--- config.mk ---
export PLATFORM = sky130hd
export DESIGN_NAME = full_adder_16
export DESIGN_NICKNAME = d
export VERILOG_FILES = /design/src/rtl/full_adder_16.sv
export SDC_FILE = /design/constraint.sdc
export NUM_CORES = 1
export LEC_CHECK = 0
export ABC_AREA = 1
export BUFFER_PORTS_ARGS = -buffer_cell sky130_fd_sc_hd__clkbuf_2
export CORE_UTILIZATION = 45
export CTS_CLUSTER_DIAMETER = 50
export DETAILED_ROUTE_END_ITERATION = 12
export PLACE_DENSITY = 0.8
export SYNTH_ARGS = -nofsm -noshare
export SYNTH_HDL_FRONTEND = slang
export SYNTH_SLANG_ARGS = --single-unit
--- constraint.sdc ---
create_clock -name clk -period 19.2 [get_ports clk]
set_input_delay 3.84 -clock clk [delete_from_list [all_inputs] [get_ports clk]]
set_output_delay 3.84 -clock clk [all_outputs]
set_load 0.005 [all_outputs]
--- src/rtl/full_adder_16.sv ---
// 16-bit ripple-carry adder with carry-in, carry-out and signed overflow,
// registered at the output. Built from 1-bit full-adder cells grouped into
// 4-bit slices, two 4-bit slices per 8-bit slice, two 8-bit slices per word.
//
// Build option: define FULL_ADDER_16_PIPE_EN to insert a pipeline register
// between the two 8-bit slices (2-cycle latency, same throughput). Without it
// the adder has 1-cycle latency.

// 1-bit full-adder cell.
module full_adder_16_fa (
    input  logic i_a,
    input  logic i_b,
    input  logic i_cin,
    output logic o_sum,
    output logic o_cout
);

    logic w_p;

    // Propagate term shared by the sum and carry equations.
    assign w_p    = i_a ^ i_b;
    assign o_sum  = w_p ^ i_cin;
    assign o_cout = (i_a & i_b) | (w_p & i_cin);

endmodule

// 4-bit ripple slice. Also exposes the carry into its MSB cell so the top
// slice of the word can form the signed-overflow flag.
module full_adder_16_add4 (
    input  logic [3:0] i_a,
    input  logic [3:0] i_b,
    input  logic       i_cin,
    output logic [3:0] o_sum,
    output logic       o_cout,
    output logic       o_cmsb
);

    // w_c[k] is the carry into bit k; w_c[4] is the carry out of the slice.
    logic [4:0] w_c;

    assign w_c[0] = i_cin;

    for (genvar gi = 0; gi < 4; gi++) begin : g_cell
        full_adder_16_fa u_fa (
            .i_a    (i_a[gi]),
            .i_b    (i_b[gi]),
            .i_cin  (w_c[gi]),
            .o_sum  (o_sum[gi]),
            .o_cout (w_c[gi+1])
        );
    end

    assign o_cout = w_c[4];
    assign o_cmsb = w_c[3];

endmodule

// 8-bit ripple slice: low nibble carry feeds the high nibble.
module full_adder_16_add8 (
    input  logic [7:0] i_a,
    input  logic [7:0] i_b,
    input  logic       i_cin,
    output logic [7:0] o_sum,
    output logic       o_cout,
    output logic       o_cmsb
);

    logic w_c4;
    logic w_unused_cmsb_lo;

    full_adder_16_add4 u_lo (
        .i_a    (i_a[3:0]),
        .i_b    (i_b[3:0]),
        .i_cin  (i_cin),
        .o_sum  (o_sum[3:0]),
        .o_cout (w_c4),
        .o_cmsb (w_unused_cmsb_lo)
    );

    full_adder_16_add4 u_hi (
        .i_a    (i_a[7:4]),
        .i_b    (i_b[7:4]),
        .i_cin  (w_c4),
        .o_sum  (o_sum[7:4]),
        .o_cout (o_cout),
        .o_cmsb (o_cmsb)
    );

endmodule

// Top level: two 8-bit slices plus output (and optional mid-chain) registers.
module full_adder_16 (
    input  logic        clk,
    input  logic        rst,
    input  logic        in_valid,
    input  logic [15:0] a,
    input  logic [15:0] b,
    input  logic        cin,
    output logic        out_valid,
    output logic [15:0] sum,
    output logic        ca,
    output logic        ovf
);

    logic [7:0]  w_sum_lo;
    logic [7:0]  w_sum_hi;
    logic        w_c8;
    logic        w_c15;
    logic        w_c16;
    logic        w_unused_c7;

    logic        r_out_valid;
    logic [15:0] r_sum;
    logic        r_ca;
    logic        r_ovf;

    // Low byte always works directly on the input operands.
    full_adder_16_add8 u_lo (
        .i_a    (a[7:0]),
        .i_b    (b[7:0]),
        .i_cin  (cin),
        .o_sum  (w_sum_lo),
        .o_cout (w_c8),
        .o_cmsb (w_unused_c7)
    );

`ifdef FULL_ADDER_16_PIPE_EN

    logic        r_s1_valid;
    logic [7:0]  r_s1_sum_lo;
    logic        r_s1_c8;
    logic [7:0]  r_s1_a_hi;
    logic [7:0]  r_s1_b_hi;

    // High byte consumes the operands and carry captured by stage 1.
    full_adder_16_add8 u_hi (
        .i_a    (r_s1_a_hi),
        .i_b    (r_s1_b_hi),
        .i_cin  (r_s1_c8),
        .o_sum  (w_sum_hi),
        .o_cout (w_c16),
        .o_cmsb (w_c15)
    );

    // Stage 1: capture low-byte result, mid-chain carry and upper operands.
    always_ff @(posedge clk) begin
        if (rst) begin
            r_s1_valid  <= 1'b0;
            r_s1_sum_lo <= 8'h00;
            r_s1_c8     <= 1'b0;
            r_s1_a_hi   <= 8'h00;
            r_s1_b_hi   <= 8'h00;
        end else begin
            r_s1_valid <= in_valid;
            if (in_valid) begin
                r_s1_sum_lo <= w_sum_lo;
                r_s1_c8     <= w_c8;
                r_s1_a_hi   <= a[15:8];
                r_s1_b_hi   <= b[15:8];
            end
        end
    end

    // Stage 2: finish the high byte and register the full result.
    always_ff @(posedge clk) begin
        if (rst) begin
            r_out_valid <= 1'b0;
            r_sum       <= 16'h0000;
            r_ca        <= 1'b0;
            r_ovf       <= 1'b0;
        end else begin
            r_out_valid <= r_s1_valid;
            if (r_s1_valid) begin
                r_sum <= {w_sum_hi, r_s1_sum_lo};
                r_ca  <= w_c16;
                r_ovf <= w_c15 ^ w_c16;
            end
        end
    end

`else

    // High byte chained directly off the low byte carry.
    full_adder_16_add8 u_hi (
        .i_a    (a[15:8]),
        .i_b    (b[15:8]),
        .i_cin  (w_c8),
        .o_sum  (w_sum_hi),
        .o_cout (w_c16),
        .o_cmsb (w_c15)
    );

    // Single output stage; data holds when no new operands arrive.
    always_ff @(posedge clk) begin
        if (rst) begin
            r_out_valid <= 1'b0;
            r_sum       <= 16'h0000;
            r_ca        <= 1'b0;
            r_ovf       <= 1'b0;
        end else begin
            r_out_valid <= in_valid;
            if (in_valid) begin
                r_sum <= {w_sum_hi, w_sum_lo};
                r_ca  <= w_c16;
                r_ovf <= w_c15 ^ w_c16;
            end
        end
    end

`endif

    assign out_valid = r_out_valid;
    assign sum       = r_sum;
    assign ca        = r_ca;
    assign ovf       = r_ovf;

endmodule

# Word-level counts from Yosys, hierarchy flattened
# Index checks and enable logic that the tools add are counted.
totals:
  reg_bits: 19
  inputBits: 36
  output_inout_bits: 19
  elab_cells: 85
classes:
  bitwise: 81
op_table:
  columns: ["cell", "n"]
  rows:
  - ["$xor A1 B1 Y1", 33]
  - ["$and A1 B1 Y1", 32]
  - ["$or A1 B1 Y1", 16]

# Depth between registers and ports, before layout
depth:
  ltp_word: 34
  mapped_depth: 23
  depth_no_buf: 23

# Modules after synthesis
# Synthesis repeated with hierarchy kept, for this count alone.
hier_totals:
  cells_unflattened: 102
  area_unflattened_um2: 1047.3
modules_own_cells:
  columns: ["mod", "instances", "cells_per_inst", "area_per_inst_um2", "seq_area_each_um2"]
  rows:
  - ["full_adder_16", 1, 86, 726.9, 380.4]
  - ["full_adder_16_fa", 16, 1, 20.0, 0.0]

# Least setup slack after synthesis
# OpenSTA, ideal clock, no wires.
synth_timing:
  path_type: "input to register"
  from: "input a[0]"
  to: "register r_sum[15], in the netlist sum[15]"
  setup_time_ns: 0.064
  arrival_time_ns: 10.061
  required_ns: 19.136
  setup_slack_ns: 9.075
  path_stages: 22
  n_path_buf: 0
  path_cell_list: "inv_1 fa_1 inv_1 fa_1 fa_1 fa_1 fa_1 fa_1 fa_1 fa_1 fa_1 fa_1 fa_1 fa_1 fa_1 fa_1 fa_1 inv_1 fa_1 nand2_1 nand2_1 nor2_1"
synth_between:
  elab_chain_cells: 32
  word_cells_on_any_way: 33
  classes_between: "bitwise: 33"
synth_lines:
  columns: ["element", "line", "text"]
  rows:
  - ["start: declaration", "96", "input logic [15:0] a,"]
  - ["$xor A1 B1 Y1", "21", "assign w_p = i_a ^ i_b;"]
  - ["$and A1 B1 Y1", "23", "assign o_cout = (i_a & i_b) | (w_p & i_cin);"]
  - ["$or A1 B1 Y1 (*)", "23", null]
  - ["$and A1 B1 Y1 (*)", "23", null]
  - ["$or A1 B1 Y1 (*)", "23", null]
  - ["$and A1 B1 Y1 (*)", "23", null]
  - ["$or A1 B1 Y1 (*)", "23", null]
  - ["$and A1 B1 Y1 (*)", "23", null]
  - ["[16 not listed]", null, null]
  - ["$or A1 B1 Y1 (*)", "23", null]
  - ["$and A1 B1 Y1 (*)", "23", null]
  - ["$or A1 B1 Y1 (*)", "23", null]
  - ["$and A1 B1 Y1 (*)", "23", null]
  - ["$or A1 B1 Y1 (*)", "23", null]
  - ["$and A1 B1 Y1 (*)", "23", null]
  - ["$or A1 B1 Y1 (*)", "23", null]
  - ["$xor A1 B1 Y1 (*)", "22", "assign o_sum = w_p ^ i_cin;"]
  - ["end signal: assignment", "203", "r_sum <= {w_sum_hi, w_sum_lo};"]
  - ["end: declaration", "113", "logic [15:0] r_sum;"]
# Every way passes the cells marked *; elsewhere a longest branch is shown, timed or not.
# A chain may end at the register's enable or synchronous reset.

# Worst setup path in the final report
# Ends and elaborated chain as after synthesis.

==> results.md <==
* Initial Utilization at 0.476
* Final-report hold violation count at 0
* Max Freq at 96.4 MHz
* Worst Hold Launch: ca
* ANT cells at 0
* Tightest Pin Transition at 0.464 ns
* Reg2Reg Setup Slack at 18.58 ns
* Vias post-DR at 920
* RSZ-0062 raised after global routing: false
* WHS Endpoint: ca
* Fin. max-slew vios at 0
* Hold_buf cts at 0
* Unique masters post-synth at 11
* ANT nets after route at 0
* Hpwl dp at 1840 um
* Largest net degree at the start of global routing at 24
* Die height at 50.1 um
* Skew final at 0 ns
* Ys Warns at 0
* Tcrit/Tclk final at 0.540
* CP Class: in -> reg
* Yosys top cell area share at 0.365
* Routed WL at 2390 um
* Cell taking the most area after synthesis: dfxtp_1
* Vias in the first global route at 950
* Fin crit period at 10.37 ns
* Layout Utilization at 0.611
* Rows at 17
* Mapped Cells at 109
* CTS tree: built
* R2r endpoint: sum[10]
* Fill count at 203
* Resize count post-CTS at 0
* First-pass DRT Iterations at 4
* Cell mode on critical path: fa_1
* Final worst setup slack at 8.83 ns
* Port bufs at 54
* Final nets at 216
* Synth top area cells: dfxtp_1 36%, fa_1 31%, nor2_1 10%
* Clk root buf: clkbuf_4
* Max-cap violations at 0
* CTS clk-pin slew, worst paths at 0.11 ns
* Seq cells post-synth at 19
* Core area at 0.00219 mm^2
* GPL Wtd Cong at 0.698
* Power Density at 68.8 mW/mm^2
* Overall global routing resource usage at 0.213
* Mapped Area at 0.00104 mm^2
* Critical path arrival at 10.62 ns
* Die W at 50.1 um
* Initial DRC count at 28
* Largest stage delay on the critical path at 0.44 ns
* Syn avg cell area at 9.56 um^2
* Critical Path Source Type: input port
* Worst Hold Class: reg -> reg
* DP Worst Slack at 8.54 ns
* Syn_nets at 161
* R2r startpoint: sum[10]
* Fin Hold WS at 0.476 ns
* Post-CTS setup buffer count at 0
* Worst-case reg-to-reg path depth at 2
* Peak supply drop at 0.0436 mV
* H-tree Lvls at 1
* Hold path cells at 2
* Leakage at 0.000688 uW
* # clock sinks at 19
* Via density at 4.82
* Top Ports at 55
* Register area share after synthesis at 0.365
* Largest fanout on the critical path at 3
* DRC at 0
* Crit-path slowest cell: fa_1
* Slew Limit Headroom at 0.691
* Antenna violations before repair at 0
* Clock buffer depth at 2
* Ratio of cells with drive above 1 in the final layout at 0.423
* Setup TNS at 0 ns
* Synth-to-layout area growth at 28.3%
* WP data required at 19.44 ns
* Gr ovfl total at 0
* Routed length per instance at 12.5 um
* Clk_lat worst skew at 0.29 ns
* Cts bufs inserted at 3
* First-pass GRT wire length at 3910 um
* CP Capture Type: flip-flop
* Die Area at 0.00251 mm^2
* Critical-path cell list: clkbuf_2 > inv_1 > fa_1 > inv_1 > fa_1 > fa_1 > fa_1 > fa_1 > fa_1 > fa_1 > fa_1 > fa_1 > fa_1 > fa_1 > fa_1 > fa_1 > fa_1 > fa_1 > inv_1 > fa_1 > nand2_1 > nand2_1 > nor2_1
* Final setup violation count at 0
* Status: finished clean
## registers in the layout, indices dropped and copies added (netlist names)
signal / cells
sum: 16
ca: 1
out_valid: 1
ovf: 1
## worst max path at each step
| stage | cells after the start | to | startpoint |
|---|---|---|---|
| 2_1_floorplan | 22 | sum[15] | a[0] |
| 3_3_place_gp | 23 | sum[15] | a[0] |
| 3_5_place_dp | 23 | sum[15] | a[0] |
| 4_1_cts | 23 | sum[15] | a[0] |
| 5_1_grt | 23 | sum[15] | a[0] |
| 6_report | 23 | sum[15] | a[0] |
## synth_stat cells (all sizes together)
cell type,instances
dfxtp,19
o21ai,15
nand2,8
buf,4
fa,16
nor2,38
inv,9
## cell families after synthesis
logic type / count (synthesis) / share of synthesized area
adder cells (fa/ha/maj): 16 / 0.307
AND/OR/NAND/NOR: 46 / 0.187
AO/OA/AOI/OAI: 15 / 0.0720
buffers and inverters: 13 / 0.0684
flip-flops: 19 / 0.365
## power breakdown
| part | internal [uW] | leakage (uW) | switching, uW | total (uW) |
|---|---|---|---|---|
| clock network | 7.76 | 0.0000177 | 12.8 | 20.6 |
| registers | 43.2 | 0.000158 | 2.01 | 45.2 |
| logic | 12.8 | 0.000512 | 13.5 | 26.3 |
## final cells by class
type / count / area [um^2] / area share
Clock inverter: 1 / 5.00 / 0.00374
Sequential cell: 19 / 380 / 0.284
Inverter: 9 / 33.8 / 0.0253
Multi-Input combinational cell: 77 / 591 / 0.442
Tap cell: 28 / 35.0 / 0.0262
Clock buffer: 3 / 22.5 / 0.0168
Timing Repair Buffer: 54 / 270 / 0.202
## metrics by stage
stage,total power [uW],area (um^2),std cells
final,92.1,1340,191
after global routing,99.3,1340,191
after CTS,93.1,1340,191
after detailed placement,72.4,1310,187
after global placement,70.5,1310,187
after floorplan,61.1,1040,109
## routing by layer
| layer | part of all wire | wire length, um | up-vias | track usage |
|---|---|---|---|---|
| li1 | - | - | 440 | - |
| met1 | 0.38 | 898 | 433 | 0.236 |
| met2 | 0.54 | 1290 | 43 | 0.398 |
| met3 | 0.070 | 166 | 4 | 0.0309 |
| met4 | 0.014 | 33 | 0 | 0.0857 |
| met5 | 0 | 0 | - | 0 |
## critical path, delay by kind of cell
kind | cells | cell delay [ns]
adders and majority gates | 16 | 6.26
buffers and inverters | 4 | 0.29
and+or+nand+nor | 3 | 0.23
## layout by cell type (no fill, tap or decap)
| cell | Yosys | layout |
|---|---|---|
| clkbuf_2 | 0 | 54 |
| nor2_1 | 29 | 29 |
| dfxtp_1 | 19 | 19 |
| fa_1 | 16 | 16 |
| o21ai_1 | 13 | 13 |
| nor2_2 | 9 | 9 |
| nand2_1 | 8 | 8 |
| inv_1 | 7 | 7 |
| clkbuf_4 | 0 | 3 |
| inv_2 | 2 | 2 |
| o21ai_0 | 2 | 2 |
| clkinv_2 | 0 | 1 |
Note: power is estimated with default switching activity, not from simulation.
